**src/rtl/result_drain.sv**
```systemverilog
// Drains the accelerator result memory from address 0 upward after a done pulse,
// streaming words over valid/ready through a 3-entry read-ahead buffer.
module result_drain #(
  parameter int DATA_W = 8,
  parameter int ADDR_W = 6
) (
  input  logic              clk,
  input  logic              rst,
  input  logic              start,
  input  logic [ADDR_W:0]   num_words,
  output logic              mem_ren,
  output logic [ADDR_W-1:0] mem_addr,
  input  logic [DATA_W-1:0] mem_rdata,
  output logic              out_valid,
  output logic [DATA_W-1:0] out_data,
  output logic              out_last,
  input  logic              out_ready,
  output logic              busy,
  output logic              drained
);

  typedef enum logic [1:0] {IDLE, RUN, FIN} state_t;

  localparam logic [ADDR_W:0] ONE = 1;

  state_t                   st, st_nx;
  logic [ADDR_W:0]          n_q, issued, accepted;
  logic                     inflight;
  logic [1:0]               occ, wi;
  logic [2:0][DATA_W-1:0]   fifo;
  logic [2:0]               pend;
  logic                     pop, push, last_hs;

  // Read-ahead budget counts words already buffered plus the read still in flight,
  // both registered, so the issue decision never depends on out_ready.
  assign pend      = {1'b0, occ} + {2'b00, inflight};
  assign mem_ren   = (st == RUN) && (issued < n_q) && (pend < 3'd3);
  assign mem_addr  = issued[ADDR_W-1:0];
  assign push      = inflight;
  assign out_valid = (occ != 2'd0);
  assign out_data  = fifo[0];
  assign pop       = out_valid && out_ready;
  assign out_last  = out_valid && (accepted == n_q - ONE);
  assign last_hs   = (st == RUN) && pop && (accepted == n_q - ONE);
  assign wi        = occ - {1'b0, pop};
  assign busy      = (st != IDLE);
  assign drained   = (st == FIN);

  always_comb begin
    st_nx = st;
    case (st)
      IDLE: if (start) st_nx = (num_words == '0) ? FIN : RUN;
      RUN:  if (last_hs) st_nx = FIN;
      FIN:  st_nx = IDLE;
      default: st_nx = IDLE;
    endcase
  end

  always_ff @(posedge clk or posedge rst) begin
    if (rst) begin
      st       <= IDLE;
      n_q      <= '0;
      issued   <= '0;
      accepted <= '0;
      inflight <= 1'b0;
    end else begin
      st       <= st_nx;
      inflight <= mem_ren;
      if (st == IDLE && start) begin
        n_q      <= num_words;
        issued   <= '0;
        accepted <= '0;
      end else begin
        if (mem_ren) issued <= issued + ONE;
        if (pop && st == RUN) accepted <= accepted + ONE;
      end
    end
  end

  // Shift-register FIFO: entry 0 is always the head, so out_data needs no mux.
  always_ff @(posedge clk or posedge rst) begin
    if (rst) begin
      occ  <= 2'd0;
      fifo <= '0;
    end else begin
      occ <= occ + {1'b0, push} - {1'b0, pop};
      for (int i = 0; i < 3; i++) begin
        if (pop && i < 2) fifo[i] <= fifo[i+1];
        if (push && wi == 2'(i)) fifo[i] <= mem_rdata;
      end
    end
  end

endmodule

```
**config.mk**
```make
export PLATFORM = sky130hd
export DESIGN_NAME = result_drain
export DESIGN_NICKNAME = d
export VERILOG_FILES = /design/src/rtl/result_drain.sv
export SDC_FILE = /design/constraint.sdc
export NUM_CORES = 1
export LEC_CHECK = 0
export BUFFER_PORTS_ARGS = -buffer_cell sky130_fd_sc_hd__clkbuf_2
export CAP_MARGIN = 25
export CORE_ASPECT_RATIO = 0.8
export CORE_MARGIN = 1.5
export CORE_UTILIZATION = 52
export CTS_CLUSTER_DIAMETER = 150
export DETAILED_ROUTE_END_ITERATION = 12
export PLACE_DENSITY = 0.72
export SLEW_MARGIN = 20
export SYNTH_ARGS = -nofsm -noshare
export SYNTH_HDL_FRONTEND = slang
export SYNTH_SLANG_ARGS = --single-unit
```
**constraint.sdc**
```tcl
create_clock -name clk -period 2.3 [get_ports clk]
set_input_delay 0.23 -clock clk [delete_from_list [all_inputs] [get_ports clk]]
set_output_delay 0.23 -clock clk [all_outputs]
set_load 0.1 [all_outputs]
```
==> run summary, run 1 <==
The run finished with clean final reports. The number of fill cells in the layout came out at 413. The total placed instance area is 2924 um2. The via total after detailed routing came out at 1,947. The number of antenna diodes in the final layout is 0. The initial standard-cell utilization of the core came out at a little over half. The clock-pin slew on the worst setup and hold paths is 0.09 ns. The top cell types in the final layout, fill and taps aside, are dfrtp_1 (50), nand2_1 (37), clkbuf_2 (35), mux2i_1 (21), o21ai_0 (17). The number of clock sinks came out at 50. The path type of the worst min-delay path is input port to register. The cell sitting at the root of the clock tree is a clkbuf_8.

The worst-path cell with the longest stage delay is dfrtp_1. After layout, the worst path uses 99.94% of the clock period. The count of synthesis-stage warnings from yosys is 0. The worst path in the final design needs a cycle of 2.299 ns, including I/O delays and setup. The number of H-tree branching levels came out at 2.

Counting flops with a built-in enable in the synthesized netlist gives 0. The via count of the first global-routing pass is 1,839. From synthesis to final layout, the design area changed by 13.71%.

The number of DRC markers after the initial detailed-route iteration is 104. The total I/O pin count came out at 38. The floorplan row count came out at 23.

The required time at the worst-slack endpoint is 2.07 ns. The first TritonRoute pass finished after 4 iterations. For the pin with the worst max-slew slack, the measured transition is 0.5638 ns.

The final cell count without fillers is 364. The horizontal extent of the die is 83.86 um. The number of max-slew violations in the final report is 0.

The critical path is of the register to primary output type. Static timing analysis puts the maximum clock frequency at 435.0 MHz. Setup slack on the worst reg-to-reg path comes out at 0.26 ns.

Counting flops and latches in the post-synthesis netlist gives 50. The clock latency on the worst-skew pair is 0.31 ns. The sum of negative setup slack came out at 0 ns. The worst clock skew on the final layout came out at between 0.003 and 0.004 ns. The global-route wire length before repair is 8673 um. Setup repair after global routing could not meet its margin everywhere. Traced cell by cell, the critical path runs through inv_2 -> ha_4 -> nor3b_2 -> and3_1 -> a211oi_2 -> o211ai_1 -> nor3b_4 -> buf_12. The proportion of synthesized chip area in sequential cells came out at 46.00%.

Cells fill 61.42% of the core in the end. The synthesized cell area came out at 2720 um2. The average footprint of a synthesized cell came out at approximately 10 um2. The vertical extent of the die came out at approximately 68 um. The library cell used most frequently in the layout, excluding fill and tap cells, is dfrtp_1. In this run the tightest slew margin relative to its limit is between 60% and 70%. Counting flops with an async set or reset pin after synthesis yields a share of 100.0%. The leading register cell type out of synthesis is dfrtp_1.

STA classifies the critical path startpoint as a register. TritonCTS built the clock tree. The post-route standard cell area excluding fillers came out at 3093 um2. The fraction of layout cells with a size suffix above 1 came out at between 20% and 30%. STA classifies the critical path endpoint as a primary output. The post-detailed-routing wire length came out at 5412 um. The DRC violation count after routing is 0.

The final layout net count came out at about 330. The number of instances in the synthesized netlist came out at between 200 and 300. The hold violation total from the final report came out at 0. The number of distinct library cells after synthesis is 39.

The global placer's final weighted congestion is 0.8331. Entering global routing, the biggest net connects 26 pins. The number of buffers on the longest clock path came out at 2.

The total overflow left after global routing is 0. The wire length per cell is 14.87 um. The initial antenna violation count came out at 0. The number of vias per cell came out at 5.349. The number of buffer cells added on primary ports is 37. The total track usage is 20.17%. The placeable core region is 5036 um2.

Broken down by cell family, the worst path's largest delay share belongs to simple AND/OR/NAND/NOR gates. The largest fanout of any net on the critical path is 4. The die covers 5676 um2. The remaining number of nets flagged by the antenna check after routing came out at 0. Together, buffers and inverters on the worst path number 2. The TritonCTS buffer count came out at 5. The post-synthesis net count is 300. The number of instances in the placed design came out at 350.

The arrival time at the worst endpoint is 2.07 ns. Once detailed placement completed, the half-perimeter wirelength came to 3946 um. The delay contributed by the slowest stage of the critical path came out at 0.38 ns. Across the run, the number of max-cap violations was 0. Setup violations remaining at the end of the flow were counted as 0.
[cells in the mapped netlist (6+ instances only)]
| cell type | count | area [um2] |
|---|---|---|
| dfrtp_1 | 50 | 1251 |
| nand2_1 | 37 | 138.9 |
| mux2i_1 | 21 | 210.2 |
| o21ai_0 | 17 | 85.08 |
| buf_4 | 16 | 120.1 |
| inv_1 | 14 | 52.55 |
| ha_1 | 13 | 162.7 |
| xnor2_1 | 11 | 96.34 |
| nor2_1 | 10 | 37.54 |
| o21ai_1 | 10 | 50.05 |
| mux2_2 | 8 | 90.09 |
| xor2_1 | 6 | 52.55 |
[flip-flops by register name (all words and copies together), names as in the netlist]
register	flops
accepted	7
st	2
fifo	16
n_q	7
inflight	1
occ	2
out_data	8
issued	7
[through the flow]
step / hold slack (ns) / worst slack, ns
2_1_floorplan: 0.3468 / -0.1174
3_3_place_gp: 0.1545 / 0.2575
3_5_place_dp: 0.1522 / 0.1663
4_1_cts: 0.1320 / -0.005437
5_1_grt: 0.1436 / -0.1466
6_report: 0.1356 / 0.001340
[tightest hold or removal path, cell delays in order]
cell,delay (ns)
clkbuf_2,0.09
nand2_1,0.04
o21ai_0,0.06
[repair_timing]
item	4_1_cts	5_1_grt
hold endpoints to repair	10	0
pin swaps	3	1
hold buffers	1	0
resized for setup	4	0
setup endpoints to repair	2	2
setup buffers	5	0
[per-layer routing]
layer	global-route usage (%)	part of all wire, %	wire, um	vias to the layer above
met4	8.197	2.1	113	0
met1	26.90	49	2637	915
met3	5.868	4.3	234	12
met5	0	0	0	-
li1	-	-	-	975
met2	31.35	45	2427	45
[final timing paths]
check / from / to / cells after the start
hold / removal: num_words[2] / n_q[2]$_DFFE_PP0P_ / 3
setup / recovery: n_q[1]$_DFFE_PP0P_ / out_last / 8
min in group asynchronous: rst / out_data[6]$_DFFE_PP0P_ / 3
setup reg to reg: inflight$_DFF_PP0_ / issued[3]$_DFFE_PP0P_ / 8
hold reg to reg: fifo[17]$_DFFE_PP0P_ / fifo[17]$_DFFE_PP0P_ / 1
max in group asynchronous: rst / n_q[6]$_DFFE_PP0P_ / 4
[cell type report]
cell class | count | area, um2 | share of cell area (%)
clock buffer | 7 | 76.32 | 2.468
clock inverter | 1 | 30.03 | 0.9709
inverter | 15 | 57.56 | 1.861
multi-input combinational | 181 | 1300 | 42.03
sequential | 50 | 1251 | 40.45
tap | 62 | 77.57 | 2.508
timing repair buffer | 48 | 300.3 | 9.709
[kinds of logic after synthesis]
group	count (synthesis)	synth area share [%]
AOI/OAI and AO/OA	41	9.522
xor gates and xnor gates	17	5.474
adders and majority gates	13	5.980
buffers and inverters	37	7.405
DFF	50	46.00
muxes	29	11.04
and+or+nand+nor	81	14.58
Power of run 1 is not shown: default switching activity piles up to over one toggle a cycle in this logic, so the estimate is an artifact.
==> run 2, diff against run 1 <==
- ABC_AREA: unset -> 1
- ABC_CLOCK_PERIOD_IN_PS: unset -> 2300
- REMOVE_ABC_BUFFERS: unset -> 1
==> run summary, run 2 <==
The run finished with clean final reports. The number of failing setup endpoints in the final timing report is 0 (unchanged). The biggest area contributor in the post-synthesis netlist is dfrtp_1. In the synthesized netlist, the cells that appear most often are nand2_1 (68), dfrtp_1 (50), inv_1 (41), nand3_1 (40). The number of buffer cells added on primary ports is 37 (unchanged). The vertical extent of the die was 69.38 um (+2.5%).

The clock period minus worst slack came out at 2.239 ns (-0.05961 ns). The cell sitting at the root of the clock tree is a clkbuf_8. The length of the first detailed-routing pass in iterations came out at 4 (unchanged). Yosys attributes the largest share of cell area to dfrtp_1 (44%), nand2_1 (8.9%), nand3_1 (7.0%). The maximum number of pins on one net before global-route repair is 51 (+96%). The horizontal extent of the die is 85.98 um (+2.5%).

The number of enable-type register cells in the synthesized netlist is 0 (unchanged). The synthesized cell area came out at 2864 um2 (+5.3%). The total I/O pin count is 38 (unchanged). The via total after detailed routing is 2,467 (+27%). The slack of the worst reg-to-reg path came out at 0.22 ns (-0.04 ns). The path type of the worst min-delay path is input port to asynchronous set/reset pin. The full die area came out at 5965 um2 (+5.1%). The type of element launching the critical path is a register.

The final layout net count is 421 (+26%). The clock latency on the worst-skew pair came out at 0.32 ns (about the same). The number of instances in the synthesized netlist is 354 (+32%). The post-synthesis to final-layout area growth came out at 14.50%. The library cell used most frequently in the layout, excluding fill and tap cells, is nand2_1. The hold violation total from the final report was 0 (unchanged).

The cts-stage hold buffer count came out at 0 (-1). The part of the power in combinational logic came out at 57.7%. The final critical-path share of the clock period came out at 97.35% (-2.6 points). The fraction of layout cells with a size suffix above 1 came out at 21.03% (-3.5 points). The global placer's final weighted congestion was 0.8330 (about the same). The clock network burns between 10% and 20% of the power. The via count of the first global-routing pass came to 2,178 (+18%).

The DRC violation count after routing was 0 (unchanged). The average footprint of a synthesized cell came out at 8.090 um2 (-20%). The top cell types in the final layout, fill and taps aside, are nand2_1 (68), dfrtp_1 (48), nand3_1 (40), inv_1 (37), clkbuf_2 (35). The internal portion of the total power is 2.517 mW.

The placeable core region came out at 5151 um2 (+2.3%). The total placed instance area came to 3037 um2 (+3.9%). The worst setup margin is 0.06095 ns (+0.05961 ns). The total track usage came to 21.63% (+1.5 points). The number of DRC markers after the initial detailed-route iteration came out at 172 (+65%). The number of distinct library cells after synthesis came out at 27 (-31%). The TritonCTS buffer count came out at 5 (unchanged).

The number of buffers on the longest clock path is 2 (unchanged). The slew at the pin with the worst max-slew slack came out at 0.6452 ns (+0.08143 ns). The maximum achievable frequency is 446.6 MHz (+2.7%). The post-route standard cell area excluding fillers was 3279 um2 (+6.0%). The clock-pin slew on the worst setup and hold paths is 0.10 ns (about the same). The remaining number of nets flagged by the antenna check after routing is 0 (unchanged). The final cell utilization of the core was 63.66% (+2.2 points).

The most used flip-flop cell after synthesis is dfrtp_1. The initial standard-cell utilization of the core came out at 55.60% (+1.6 points). The area share of the largest cell type after synthesis is 43.69% (-2.3 points). For this design the ratio of total power to cell area is 1616 nW/um2. The number of instances in the placed design came to 435 (+24%). The proportion of synthesized chip area in sequential cells is 43.69% (-2.3 points).

TritonCTS built the clock tree. Among all cell types in the netlist, the one instantiated most often is nand2_1. The count of synthesis-stage warnings from yosys is 0 (unchanged). The remaining global-route overflow is 0 (unchanged). The number of storage elements in the synthesis netlist is 50 (unchanged).

The async set-or-reset flop fraction in the synthesized netlist is 100.0% (unchanged). The wire length per cell is 14.05 um (-5.5%). The number of H-tree branching levels was 2 (unchanged). The flip-flop count of the largest register after layout is 16 (unchanged).

The largest fanout of any net on the critical path came out at 4 (unchanged). The half-perimeter wire length after placement is 4296 um (+8.9%). The initial antenna violation count is 0 (unchanged). The count of antenna diodes in the layout was 0 (unchanged). The pre-CTS worst setup slack came out at 0.1676 ns (+0.001240 ns).

The number of max-slew violations in the final report was 0 (unchanged). Registers are responsible for ~28% of the overall power. The number of maximum-capacitance constraint violations was 0 (unchanged). The switching part of the total is between 50% and 60%. The number of clock sinks was 50 (unchanged). The worst setup path is captured at a primary output. The worst clock skew on the final layout came out at 0.01428 ns (+0.01048 ns).

The post-detailed-routing wire length came out at 6350 um (+17%). The arrival time at the worst endpoint was 2.01 ns (-0.06 ns). The static leakage came out at between 1.5 and 2 nW. The peak supply drop came out at ~1.1 mV. The worst setup path is of the register to primary output kind. The number of cells on the worst reg-to-reg path is 7 (-1). The overall power of the completed layout came out at 5.301 mW. The global-route wire length before repair came to 10,240 um (+18%). The final cell count without fillers came out at 452 (+24%). Setup repair after global routing could not meet its margin everywhere. The number of vias per cell came to 5.458 (+2.0%). The floorplan row count came out at 23 (unchanged). Counting flops per register, the top entry is fifo. The worst-case headroom to the max-slew limit came out at 56.98% (-5.6 points). The required time at the worst-slack endpoint is 2.07 ns (about the same). The net load switching power came out at 2.784 mW.
run 2: cell count changes in the layout (fill, tap and decap cells not counted), sizes merged, moves of 4 or more:
cell	change
inv	+30
a21oi	+10
nand2	+34
nand3	+38
o211ai	+7
nand2b	-6
o21ai	+4
nor2	+22
and3	-5
xnor2	-8
nand4	+5
mux2i	-21
mux2	-8
run 2: what timing repair did:
action	CTS	global route
resized for setup	4	7
hold endpoints to repair	0	0
setup buffers	2	7
endpoints found under the setup margin	2	10
run 2: power by group through the flow:
| stage | Combinational [mW] | Sequential [mW] | Clock [mW] |
|---|---|---|---|
| final | 3.06 | 1.50 | 0.749 |
| after global routing | 3.31 | 1.54 | 0.802 |
| after CTS | 2.93 | 1.49 | 0.761 |
| after detailed placement | 2.83 | 1.50 | 0 |
| after global placement | 2.77 | 1.50 | 0 |
| after floorplan | 1.60 | 2.11 | 0 |
run 2: kinds of logic (layout without fill, tap and decap cells):
family,Yosys count,count (layout),share of synthesized area (%)
AO/OA/AOI/OAI,55,55,10.88
flip-flops,50,50,43.69
adder cells (fa/ha/maj),13,13,5.679
buffers and inverters,66,102,11.01
XOR/XNOR,10,10,3.058
AND/OR/NAND/NOR,160,160,25.69
run 2: worst paths after layout:
path                                            from                       to
worst max-delay path              n_q[2]$_DFFE_PP0P_                 out_last
worst min-delay path                             rst     fifo[15]$_DFFE_PP0P_
worst max register to register      occ[1]$_DFF_PP0_     fifo[13]$_DFFE_PP0P_
worst min register to register  fifo[16]$_DFFE_PP0P_     fifo[16]$_DFFE_PP0P_
max in group asynchronous                        rst    issued[2]$_DFFE_PP0P_
min in group clk                        mem_rdata[0]  out_data[0]$_DFFE_PP0P_
run 2: metal layers:
| metal | global-route usage, % | vias to the layer above | share of wire, % |
|---|---|---|---|
| li1 | - | 1222 | - |
| met1 | 30.49 | 1181 | 49 |
| met2 | 34.30 | 60 | 46 |
| met3 | 4.762 | 4 | 4.2 |
| met4 | 4.659 | 0 | 0.66 |
| met5 | 0 | - | 0 |
run 2: stage by stage:
stage          hold slack (ns)  setup TNS (ns)
2_1_floorplan           0.3510         -0.9625
3_3_place_gp            0.4187               0
3_5_place_dp            0.4265               0
4_1_cts                0.08249               0
5_1_grt                 0.1116         -0.1017
6_report               0.04828               0
run 2: worst max-delay path, stage by stage (launching register included):
cell	delay (ns)
dfrtp_1	0.43
buf_4	0.15
nor2_1	0.17
nand2_1	0.15
o21ai_0	0.18
nand2_1	0.08
inv_1	0.07
nand3_1	0.11
nor2_2	0.17
buf_12	0.20
run 2: final cells by class:
type	instances	area, um2
flip-flops and latches	50	1254
inverters	44	165.2
repair buffers	50	312.8
multi-input cells	238	1333
fillers	450	1872
clock inverters	3	68.82
clock buffers	5	68.82
well taps	62	77.57
No activity file was read; power rests on OpenSTA's default activity.
==> run 3, diff against run 2 <==
- CORE_ASPECT_RATIO: 0.8 -> unset
- RECOVER_POWER: unset -> 25
==> run summary, run 3 (synthesis results as in run 2) <==
The number of buffer cells added on primary ports came out at 37 (unchanged). STA classifies the critical path startpoint as a register. The number of max-slew violations in the final report is 0 (unchanged). The sum of negative setup slack was 0 ns (unchanged). The hold path startpoint is mem_rdata[7]. The start-to-end type of the worst setup path is register to primary output. The length of the first detailed-routing pass in iterations is 4 (unchanged). The number of H-tree branching levels came out at 2 (unchanged). The initial antenna violation count came to 0 (unchanged).

The hold violation total from the final report is 0 (unchanged). The via total after detailed routing is 2,390 (-3.1%). The maximum achievable frequency came out at 460.9 MHz (+3.2%). The post-synthesis to final-layout area growth came out at 13.41%.

The vertical extent of the die came to 77.22 um (+11%). The post-route standard cell area excluding fillers is 3248 um2 (-0.95%). The slew at the pin with the worst max-slew slack came to 0.8896 ns (+0.2443 ns). The final critical-path share of the clock period came out at 94.34% (-3.0 points).

The worst clock skew on the final layout came to 0.009547 ns (-0.004736 ns). The total I/O pin count was 38 (unchanged). The number of fill cells in the layout is 464 (+3.1%). The remaining number of nets flagged by the antenna check after routing was 0 (unchanged). The number of DRC markers after the initial detailed-route iteration is 117 (-32%). The number of cells on the worst reg-to-reg path was 7 (unchanged). The full die area came out at 5962 um2 (about the same). The DRC violation count after routing was 0 (unchanged). The worst hold path cell count is 3. The worst-case headroom to the max-slew limit is 40.63% (-16 points). The initial standard-cell utilization of the core was 55.02% (-0.57 points). The fraction of layout cells with a size suffix above 1 is 20.16% (-0.87 points).

The half-perimeter wire length after placement came out at 4319 um (+0.53%). STA classifies the critical path endpoint as a primary output. The clock latency on the worst-skew pair is 0.31 ns (about the same). The horizontal extent of the die came to 77.22 um (-10%). fifo holds more flip-flops than any other register.

The remaining global-route overflow came out at 0 (unchanged). The library cell used most frequently in the layout, excluding fill and tap cells, is nand2_1. The flip-flop count of the largest register after layout came out at 16 (unchanged). The floorplan row count is 26 (+13%). The run finished with clean final reports. The end of the worst hold path is out_data[7]$_DFFE_PP0P_.

The overall power of the completed layout is 5.100 mW (-3.8%). The pre-CTS worst setup slack is 0.2012 ns (+0.03365 ns). The clock-pin slew on the worst setup and hold paths is 0.10 ns (about the same).

The TritonCTS buffer count came out at 5 (unchanged). The worst hold margin came out at 0.1493 ns (+0.1011 ns). The global-route wire length before repair came out at 10,380 um (+1.3%). The via count of the first global-routing pass came out at 2,230 (+2.4%). The post-detailed-routing wire length is 6080 um (-4.3%).

The count of antenna diodes in the layout is 0 (unchanged). The worst setup margin is 0.1302 ns (+0.06924 ns). The reg-to-reg endpoint is st[0]$_DFFE_PP0P_. The worst register-to-register path begins at st[0]$_DFFE_PP0P_. The placeable core region came out at 5205 um2 (+1.0%). The arrival time at the worst endpoint came to 1.94 ns (-0.07 ns). The number of vias per cell is 5.230 (-4.2%). The maximum number of pins on one net before global-route repair came out at 28 (-45%).

The total placed instance area was 3059 um2 (+0.74%). The largest fanout of any net on the critical path is 8 (+4). TritonCTS built the clock tree. The static leakage is 1.662 nW (-1.5%). In this run the worst hold path is classified as input port to register. The peak supply drop is 1.508 mV (+34%). The number of failing setup endpoints in the final timing report came to 0 (unchanged). The top cell types in the final layout, fill and taps aside, are nand2_1 (68), dfrtp_1 (48), nand3_1 (39), inv_1 (38), clkbuf_2 (36). The clock period minus worst slack is 2.170 ns (-0.06924 ns). The global placer's final weighted congestion is 0.8811 (+5.8%). The number of clock sinks came out at 50 (unchanged). The tree is rooted in a clkbuf_8. The power per cell area was 1570 nW/um2 (-2.9%). The wire length per cell is 13.30 um (-5.3%). The final layout net count is 419 (-0.48%). The slack of the worst reg-to-reg path is 0.27 ns (+0.05 ns).

The number of maximum-capacitance constraint violations is 0 (unchanged). The number of buffers on the longest clock path was 2 (unchanged). The total track usage is 21.79% (+0.16 points).

The required time at the worst-slack endpoint is 2.07 ns (about the same).
## run 3: what timing repair did
action	CTS	global route
hold endpoints to repair	23	0
cloned	0	0
setup buffers	2	4
endpoints found under the setup margin	2	6
resized for setup	5	8
pin swaps	0	1
hold buffers	1	0
## run 3: how the worst max path moves through the flow
stage | from | to | cells after the start
floorplan | n_q[0]$_DFFE_PP0P_ | out_last | 10
global placement | n_q[0]$_DFFE_PP0P_ | out_last | 11
detailed placement | occ[1]$_DFF_PP0_ | fifo[14]$_DFFE_PP0P_ | 7
CTS | n_q[2]$_DFFE_PP0P_ | mem_ren | 10
global route | st[0]$_DFFE_PP0P_ | st[0]$_DFFE_PP0P_ | 7
finish | n_q[2]$_DFFE_PP0P_ | mem_ren | 10
## run 3: area by class of cell
type                       instances  area (um2)  area share (%)
tap                               70       87.58           2.696
clock inverter                     2       38.79           1.194
timing repair buffer              48       294.0           9.052
multi-input combinational        238        1340           41.26
sequential                        50        1254           38.60
inverter                          44       165.2           5.085
clock buffer                       5       68.82           2.119
## run 3: routing by layer
metal,vias to the layer above,GRT usage (%),part of all wire (%)
li1,1221,-,-
met1,1141,30.01,49
met2,21,35.35,47
met3,7,3.452,1.9
met4,0,6.545,1.3
met5,-,0,0
## run 3: where the power goes
group	internal, mW	switching (mW)	total (mW)	leakage [nW]
Combinational	0.819	2.18	3.00	0.973
Clock	0.320	0.304	0.624	0.0542
Sequential	1.22	0.256	1.48	0.635
## run 3: worst max-delay path, stage by stage (launching register included)
cell and delay [ns]:
dfrtp_1 0.40, inv_2 0.12, ha_1 0.26, a21oi_1 0.16, nand2_1 0.07, nand3_1 0.06, nand2_1 0.09, nand3_4 0.12
nand2_4 0.10, inv_2 0.10, buf_12 0.17
## run 3: metrics by stage
step,instances,utilization (%)
floorplan,332,-
global placement,443,58.77
detailed placement,443,58.77
CTS,453,61.51
global route,457,62.40
finish,457,62.40
